File: src/rtl/ssd1306_spi_rx.sv
// SSD1306 4-wire serial receiver: byte assembly, command decode and GDDRAM write strobes.
// Optional macro SSD1306_RX_CS_EN enables oled_cs_n framing of the serial stream.
module ssd1306_spi_rx #(
    parameter int SYNC_STAGES = 2,
    parameter int COL_BITS    = 7,
    parameter int PAGE_BITS   = 3
) (
    input  logic                          clk,
    input  logic                          rst_n,
    input  logic                          oled_sclk,
    input  logic                          oled_sdin,
    input  logic                          oled_dc,
    input  logic                          oled_res,
    input  logic                          oled_cs_n,
    output logic                          cmd_valid,
    output logic [7:0]                    cmd_byte,
    output logic [7:0]                    cmd_p0,
    output logic [7:0]                    cmd_p1,
    output logic                          cmd_err,
    output logic                          gram_we,
    output logic [PAGE_BITS+COL_BITS-1:0] gram_addr,
    output logic [7:0]                    gram_wdata,
    output logic                          display_on,
    output logic                          invert,
    output logic                          entire_on,
    output logic [7:0]                    contrast,
    output logic                          charge_pump,
    output logic [1:0]                    mem_mode
);
    typedef enum logic [1:0] {IDLE = 2'd0, PARAM1 = 2'd1, PARAM2 = 2'd2} state_t;

    function automatic logic [1:0] n_params(input logic [7:0] op);
        case (op)
            8'h81, 8'h20, 8'h8D, 8'hA8, 8'hD3, 8'hD5, 8'hD9, 8'hDA, 8'hDB: n_params = 2'd1;
            8'h21, 8'h22:                                                  n_params = 2'd2;
            default:                                                       n_params = 2'd0;
        endcase
    endfunction

    logic [SYNC_STAGES-1:0] sclk_sync_q, sclk_sync_d, sdin_sync_q, sdin_sync_d;
    logic [SYNC_STAGES-1:0] dc_sync_q, dc_sync_d, res_sync_q, res_sync_d;
    logic sclk_s, sdin_s, dc_s, res_s, cs_s;

    assign sclk_sync_d = {sclk_sync_q[SYNC_STAGES-2:0], oled_sclk};
    assign sdin_sync_d = {sdin_sync_q[SYNC_STAGES-2:0], oled_sdin};
    assign dc_sync_d   = {dc_sync_q[SYNC_STAGES-2:0], oled_dc};
    assign res_sync_d  = {res_sync_q[SYNC_STAGES-2:0], oled_res};
    assign sclk_s = sclk_sync_q[SYNC_STAGES-1];
    assign sdin_s = sdin_sync_q[SYNC_STAGES-1];
    assign dc_s   = dc_sync_q[SYNC_STAGES-1];
    assign res_s  = res_sync_q[SYNC_STAGES-1];

`ifdef SSD1306_RX_CS_EN
    logic [SYNC_STAGES-1:0] cs_sync_q, cs_sync_d;
    assign cs_sync_d = {cs_sync_q[SYNC_STAGES-2:0], oled_cs_n};
    always_ff @(posedge clk or negedge rst_n) begin
        if (!rst_n) cs_sync_q <= '1;
        else        cs_sync_q <= cs_sync_d;
    end
    assign cs_s = cs_sync_q[SYNC_STAGES-1];
`else
    logic unused_cs_n;
    assign unused_cs_n = oled_cs_n;
    assign cs_s        = 1'b0;
`endif

    state_t state_q, state_d;
    logic sclk_prev_q, sclk_prev_d;
    logic [6:0] shift_q, shift_d;
    logic [2:0] bitcnt_q, bitcnt_d;
    logic [7:0] op_q, op_d, p0_q, p0_d;
    logic cmd_valid_q, cmd_valid_d, cmd_err_q, cmd_err_d, gram_we_q, gram_we_d;
    logic [7:0] cmd_byte_q, cmd_byte_d, cmd_p0_q, cmd_p0_d, cmd_p1_q, cmd_p1_d;
    logic [7:0] gram_wdata_q, gram_wdata_d, contrast_q, contrast_d;
    logic [PAGE_BITS+COL_BITS-1:0] gram_addr_q, gram_addr_d;
    logic display_on_q, display_on_d, invert_q, invert_d, entire_on_q, entire_on_d;
    logic charge_pump_q, charge_pump_d;
    logic [1:0] mem_mode_q, mem_mode_d;
    logic [COL_BITS-1:0] col_q, col_d, col_start_q, col_start_d, col_end_q, col_end_d;
    logic [PAGE_BITS-1:0] page_q, page_d, page_start_q, page_start_d, page_end_q, page_end_d;

    logic rise, byte_done, exec;
    logic [7:0] rx_byte, ex_op, ex_p0, ex_p1;

    assign rise      = sclk_s & ~sclk_prev_q & ~cs_s;
    assign byte_done = rise && (bitcnt_q == 3'd7);
    assign rx_byte   = {shift_q, sdin_s};
    assign sclk_prev_d = sclk_s;

    always_ff @(posedge clk or negedge rst_n) begin
        if (!rst_n) state_q <= IDLE;
        else        state_q <= state_d;
    end

    // A data byte aborts any pending parameter collection.
    always_comb begin
        state_d = state_q;
        if (!res_s) begin
            state_d = IDLE;
        end else if (byte_done) begin
            case (state_q)
                IDLE:    if (!dc_s && n_params(rx_byte) != 2'd0) state_d = PARAM1;
                PARAM1:  if (dc_s || n_params(op_q) == 2'd1) state_d = IDLE;
                         else state_d = PARAM2;
                default: state_d = IDLE;
            endcase
        end
    end

    always_comb begin
        shift_d = shift_q;           bitcnt_d = bitcnt_q;
        op_d = op_q;                 p0_d = p0_q;
        cmd_valid_d = 1'b0;          cmd_err_d = 1'b0;          gram_we_d = 1'b0;
        cmd_byte_d = cmd_byte_q;     cmd_p0_d = cmd_p0_q;       cmd_p1_d = cmd_p1_q;
        gram_addr_d = gram_addr_q;   gram_wdata_d = gram_wdata_q;
        display_on_d = display_on_q; invert_d = invert_q;       entire_on_d = entire_on_q;
        contrast_d = contrast_q;     charge_pump_d = charge_pump_q; mem_mode_d = mem_mode_q;
        col_d = col_q;   col_start_d = col_start_q;   col_end_d = col_end_q;
        page_d = page_q; page_start_d = page_start_q; page_end_d = page_end_q;
        exec = 1'b0; ex_op = rx_byte; ex_p0 = 8'h00; ex_p1 = 8'h00;
        if (!res_s) begin
            shift_d = '0; bitcnt_d = '0; op_d = '0; p0_d = '0;
            cmd_byte_d = '0; cmd_p0_d = '0; cmd_p1_d = '0; gram_addr_d = '0; gram_wdata_d = '0;
            display_on_d = 1'b0; invert_d = 1'b0; entire_on_d = 1'b0;
            contrast_d = 8'h7F; charge_pump_d = 1'b0; mem_mode_d = 2'd2;
            col_d = '0; col_start_d = '0; col_end_d = '1;
            page_d = '0; page_start_d = '0; page_end_d = '1;
        end else begin
            if (rise) begin
                shift_d  = {shift_q[5:0], sdin_s};
                bitcnt_d = bitcnt_q + 3'd1;
            end
            if (cs_s) bitcnt_d = '0;
            if (byte_done && dc_s) begin
                gram_we_d    = 1'b1;
                gram_addr_d  = {page_q, col_q};
                gram_wdata_d = rx_byte;
                cmd_err_d    = (state_q != IDLE);
                case (mem_mode_q)
                    2'd0: if (col_q == col_end_q) begin
                              col_d  = col_start_q;
                              page_d = (page_q == page_end_q) ? page_start_q : page_q + PAGE_BITS'(1);
                          end else col_d = col_q + COL_BITS'(1);
                    2'd1: if (page_q == page_end_q) begin
                              page_d = page_start_q;
                              col_d  = (col_q == col_end_q) ? col_start_q : col_q + COL_BITS'(1);
                          end else page_d = page_q + PAGE_BITS'(1);
                    default: col_d = col_q + COL_BITS'(1);
                endcase
            end else if (byte_done) begin
                case (state_q)
                    IDLE:    if (n_params(rx_byte) == 2'd0) exec = 1'b1;
                             else op_d = rx_byte;
                    PARAM1:  if (n_params(op_q) == 2'd1) begin
                                 exec = 1'b1; ex_op = op_q; ex_p0 = rx_byte;
                             end else p0_d = rx_byte;
                    default: begin exec = 1'b1; ex_op = op_q; ex_p0 = p0_q; ex_p1 = rx_byte; end
                endcase
            end
            if (exec) begin
                cmd_valid_d = 1'b1; cmd_byte_d = ex_op; cmd_p0_d = ex_p0; cmd_p1_d = ex_p1;
                case (ex_op)
                    8'hAE, 8'hAF: display_on_d = ex_op[0];
                    8'hA6, 8'hA7: invert_d     = ex_op[0];
                    8'hA4, 8'hA5: entire_on_d  = ex_op[0];
                    8'h81:        contrast_d   = ex_p0;
                    8'h20:        if (ex_p0[1:0] != 2'd3) mem_mode_d = ex_p0[1:0];
                    8'h8D:        charge_pump_d = ex_p0[2];
                    8'h21: begin
                        col_start_d = ex_p0[COL_BITS-1:0]; col_end_d = ex_p1[COL_BITS-1:0];
                        col_d       = ex_p0[COL_BITS-1:0];
                    end
                    8'h22: begin
                        page_start_d = ex_p0[PAGE_BITS-1:0]; page_end_d = ex_p1[PAGE_BITS-1:0];
                        page_d       = ex_p0[PAGE_BITS-1:0];
                    end
                    default: begin
                        if (ex_op[7:4] == 4'h0)         col_d[3:0] = ex_op[3:0];
                        else if (ex_op[7:3] == 5'h02)   col_d[COL_BITS-1:4] = ex_op[COL_BITS-5:0];
                        else if (ex_op[7:3] == 5'h16)   page_d = ex_op[PAGE_BITS-1:0];
                    end
                endcase
            end
        end
    end

    always_ff @(posedge clk or negedge rst_n) begin
        if (!rst_n) begin
            sclk_sync_q <= '0; sdin_sync_q <= '0; dc_sync_q <= '0; res_sync_q <= '0;
            sclk_prev_q <= 1'b0; shift_q <= '0; bitcnt_q <= '0; op_q <= '0; p0_q <= '0;
            cmd_valid_q <= 1'b0; cmd_err_q <= 1'b0; gram_we_q <= 1'b0;
            cmd_byte_q <= '0; cmd_p0_q <= '0; cmd_p1_q <= '0; gram_addr_q <= '0; gram_wdata_q <= '0;
            display_on_q <= 1'b0; invert_q <= 1'b0; entire_on_q <= 1'b0;
            contrast_q <= 8'h7F; charge_pump_q <= 1'b0; mem_mode_q <= 2'd2;
            col_q <= '0; col_start_q <= '0; col_end_q <= '1;
            page_q <= '0; page_start_q <= '0; page_end_q <= '1;
        end else begin
            sclk_sync_q <= sclk_sync_d; sdin_sync_q <= sdin_sync_d;
            dc_sync_q <= dc_sync_d; res_sync_q <= res_sync_d;
            sclk_prev_q <= sclk_prev_d; shift_q <= shift_d; bitcnt_q <= bitcnt_d;
            op_q <= op_d; p0_q <= p0_d;
            cmd_valid_q <= cmd_valid_d; cmd_err_q <= cmd_err_d; gram_we_q <= gram_we_d;
            cmd_byte_q <= cmd_byte_d; cmd_p0_q <= cmd_p0_d; cmd_p1_q <= cmd_p1_d;
            gram_addr_q <= gram_addr_d; gram_wdata_q <= gram_wdata_d;
            display_on_q <= display_on_d; invert_q <= invert_d; entire_on_q <= entire_on_d;
            contrast_q <= contrast_d; charge_pump_q <= charge_pump_d; mem_mode_q <= mem_mode_d;
            col_q <= col_d; col_start_q <= col_start_d; col_end_q <= col_end_d;
            page_q <= page_d; page_start_q <= page_start_d; page_end_q <= page_end_d;
        end
    end

    assign cmd_valid = cmd_valid_q;   assign cmd_err = cmd_err_q;     assign gram_we = gram_we_q;
    assign cmd_byte = cmd_byte_q;     assign cmd_p0 = cmd_p0_q;       assign cmd_p1 = cmd_p1_q;
    assign gram_addr = gram_addr_q;   assign gram_wdata = gram_wdata_q;
    assign display_on = display_on_q; assign invert = invert_q;       assign entire_on = entire_on_q;
    assign contrast = contrast_q;     assign charge_pump = charge_pump_q; assign mem_mode = mem_mode_q;
endmodule

File: config.mk
export PLATFORM = sky130hd
export DESIGN_NAME = ssd1306_spi_rx
export DESIGN_NICKNAME = d
export VERILOG_FILES = /design/src/rtl/ssd1306_spi_rx.sv
export SDC_FILE = /design/constraint.sdc
export NUM_CORES = 1
export LEC_CHECK = 0
export ABC_CLOCK_PERIOD_IN_PS = 4000
export BUFFER_PORTS_ARGS = -buffer_cell sky130_fd_sc_hd__buf_4
export CORE_ASPECT_RATIO = 1.75
export CORE_MARGIN = 8
export CORE_UTILIZATION = 30
export DETAILED_ROUTE_END_ITERATION = 10
export GPL_TIMING_DRIVEN = 0
export SLEW_MARGIN = 20
export SYNTH_ARGS = -nofsm -noshare
export SYNTH_HDL_FRONTEND = slang
export SYNTH_SLANG_ARGS = --single-unit
export TNS_END_PERCENT = 30
File: constraint.sdc
create_clock -name clk -period 4 [get_ports clk]
set_clock_uncertainty 0.05 [all_clocks]
set_input_delay 1 -clock clk [delete_from_list [all_inputs] [get_ports clk]]
set_output_delay 1 -clock clk [all_outputs]
set_load 0.05 [all_outputs]
==> qor.csv <==
metric,value,unit
Post-CTS Resized,0,
Final Hold Vio Count,0,
worst-path cell chain,ha_1 -> ha_1 -> and4bb_2 -> nand2_1 -> o21bai_1 -> o21ai_2 -> mux2i_1 -> o21bai_4 -> and3_1 -> o21ai_0 -> a32o_1,
Netlist cell types,75,
Fillers,2165,
fin cells,1054,
Starting Density,30.36,%
# port buffers,64,
WL per Instance,19.65,um
Max Freq,0.2852,GHz
clock group share of total power,52.6,%
max cap viols,0,
Post-synth EDFFs,0,
worst hold path type,reg -> reg,
Gate Count Post-Synth,702,
first-pass iteration count of the detailed router,4,
Mean Syn Cell Area,9.222,um^2
register area share after synthesis,49.05,%
FF-to-FF setup slack,0.49,ns
initial antenna violation count,0,
reg2reg end,page_q[1],
cell-internal power,0.002177,W
area of the core,21320,um^2
met2 wire len,11530,um
DR vias/cell,5.273,
Overall Global Routing Usage,15.70,%
nets@finish,797,
layout cells sized above 1,18.65,%
Top Layer Used,met4,
Reg power frac,44.4,%
status,finished clean,
Syn. warnings,0,
drc violations,0,
routed wire length,20720,um
share of flip-flops with an asynchronous set or reset,100.0,%
Tightest Pin Transition,1.154,ns
Worst Hold Path EP,sdin_sync_q[1],
Metal-1 WL,7547,um
DPL Wire Length,15520,um
Hold WS,0.2990,ns
largest net degree at the start of global routing,74,
htree depth,4,
Leakage,3.321,nW
antenna-violating nets left,0,
row cnt,71,
Final period util,87.64,%
Die Ht,210.3,um
placed cell area,7308,um^2
ant diodes,0,
Crit path top cell by count,ha_1,
Critical Path End Type,flop,
setup bufs post-CTS,0,
metal3 WL,690,um
clock-pin transition on the worst setup and hold timing paths,0.06,ns
Syn-to-layout area delta,21.84,%
Sw Pwr,0.0007190,W
CTS max path bufs,2,
cts hold-fix bufs,0,
Worst R2R Path Depth,11,
CTS Root Cell,clkbuf_16,
fin crit period,3.506,ns
cell area after synthesis,6474,um^2
Slew Limit Headroom,23.08,%
startpoint types,flop,
Die ar.,26720,um^2
Die W,127.0,um
RePlAce Congestion,0.8939,
CTS Sinks,126,
Critical-path top delay cell,mux2i_1,
GRT Residual Overflow,0,
Post-synth top flop,dfrtp_1,
sw frac,24.83,%
total CTS buffers,17,
setup_tns,0,ns
overall power,0.002896,W
"Data required, critical path",4.26,ns
first-pass GRT wire length,32120,um
Finished Cell Area,7888,um^2
via count,5558,
clk_lat worst skew,0.42,ns
critical path type,reg -> reg,
Worst Path Max Fanout,8,
placed cells,1022,
Synthesized Nets,713,
"Setup violations, final",0,
combinational cell fraction of total power,3.0,%
RSZ-0062 raised after global routing,false,
Detailed Route Iter0 Violations,336,
vias in the first global route,5745,
RR Startpoint,bitcnt_q[0],
Hold Crit Depth,0,
Hold Crit Start,sdin_sync_q[0],
Worst Path Arrival,3.76,ns
PD cells,367.2,nW/um^2
CTS tree,built,
final slew viol count,0,
Max VDD drop,0.0001982,V
max incr delay on CP,0.63,ns
#FFs+latches synth,126,
# IOs,66,
==> metrics by stage <==
step	utilization [%]	worst slack, ns
final	37.00	0.4942
after global routing	37.00	0.3482
after CTS	37.00	0.5113
after detailed placement	34.28	0.5702
after global placement	34.11	0.5483
after floorplan	-	1.228
==> cells by family (layout without fill, tap and decap cells) <==
logic type      Yosys count  after routing  share of synthesized area [%]
simple gates            286            286                          20.60
compound gates          188            188                          19.75
flops                   126            126                          49.05
buf+inv                  57            154                          3.692
mux                      27             27                          4.233
xor+xnor                 14             14                          1.894
fa+ha+maj                 4              4                         0.7731
==> layout by cell type, fill, tap and decap left out, types with 9 or more instances in the layout <==
master	count
nor2b_1	9
nand2_1	123
xor2_1	10
mux2i_1	24
dfstp_2	18
a21oi_1	70
clkbuf_16	17
buf_4	63
o21ai_0	15
nor2_1	77
dfrtp_1	108
nand3_1	15
o211ai_1	26
clkbuf_1	36
a22oi_1	12
==> routing by layer <==
| metal | vias to the layer above | track usage (%) |
|---|---|---|
| met5 | - | 0 |
| met4 | 0 | 10.10 |
| met3 | 51 | 2.404 |
| met2 | 141 | 29.75 |
| met1 | 2702 | 15.42 |
| li1 | 2664 | - |
==> Yosys cell counts, drive strengths merged, types with 8 or more instances <==
library cell    n  area (um^2)
o211ai         26        195.2
o21ai          20        103.9
dfrtp         108         2703
nand3          16        85.08
nand2b          8        50.05
buf            12        70.07
xor2           10        87.58
nor3           10        70.07
nor2           78        300.3
nand2         123        461.7
mux2i          24        240.2
a211oi          8        65.06
a21oi          70        350.3
inv             9        33.78
a22oi          12        90.09
clkbuf         36        135.1
nor2b           9        56.30
dfstp          18        473.0
==> area by class of cell <==
type	instances	area, um^2	share of cell area (%)
inverter	9	33.78	0.4283
timing repair buffer	65	515.5	6.536
multi-input combinational	519	3059	38.78
clock inverter	15	153.9	1.951
buffer	48	205.2	2.602
sequential	126	3176	40.26
clock buffer	17	425.4	5.393
tap	255	319.1	4.045
==> flip-flops by register name, summed over array words and instances, names as in the netlist, 3 cells and up <==
signal        flops
cmd_p0            8
page_q            3
op_q              8
page_start_q      3
cmd_byte          8
bitcnt_q          3
contrast          8
col_q             7
col_end_q         7
col_start_q       7
gram_wdata        8
gram_addr        10
page_end_q        3
shift_q           7
p0_q              8
cmd_p1            8
==> power groups by stage <==
stage / registers (W) / logic, W / clock network (W)
floorplan: 0.00131 / 0.0000341 / 0
global placement: 0.00131 / 0.0000847 / 0
detailed placement: 0.00131 / 0.0000895 / 0
CTS: 0.00129 / 0.0000897 / 0.00155
global route: 0.00129 / 0.0000968 / 0.00160
finish: 0.00129 / 0.0000875 / 0.00152
==> worst max-delay path: cells and delay by family (launching register included) <==
family          cells  cell delay [ns]
flops               1             0.36
mux                 1             0.63
fa+ha+maj           2             0.42
compound gates      5             1.12
simple gates        3             0.81
==> worst max-delay path by stage <==
stage	start	to	slack, ns
after floorplan	bitcnt_q[0]	page_q[1]	1.23
after global placement	bitcnt_q[0]	page_q[1]	0.55
after detailed placement	bitcnt_q[0]	page_q[1]	0.57
after CTS	bitcnt_q[0]	page_q[1]	0.51
after global routing	bitcnt_q[0]	page_q[1]	0.35
final	bitcnt_q[0]	page_q[1]	0.49
Power figures use the tool's default switching activity.
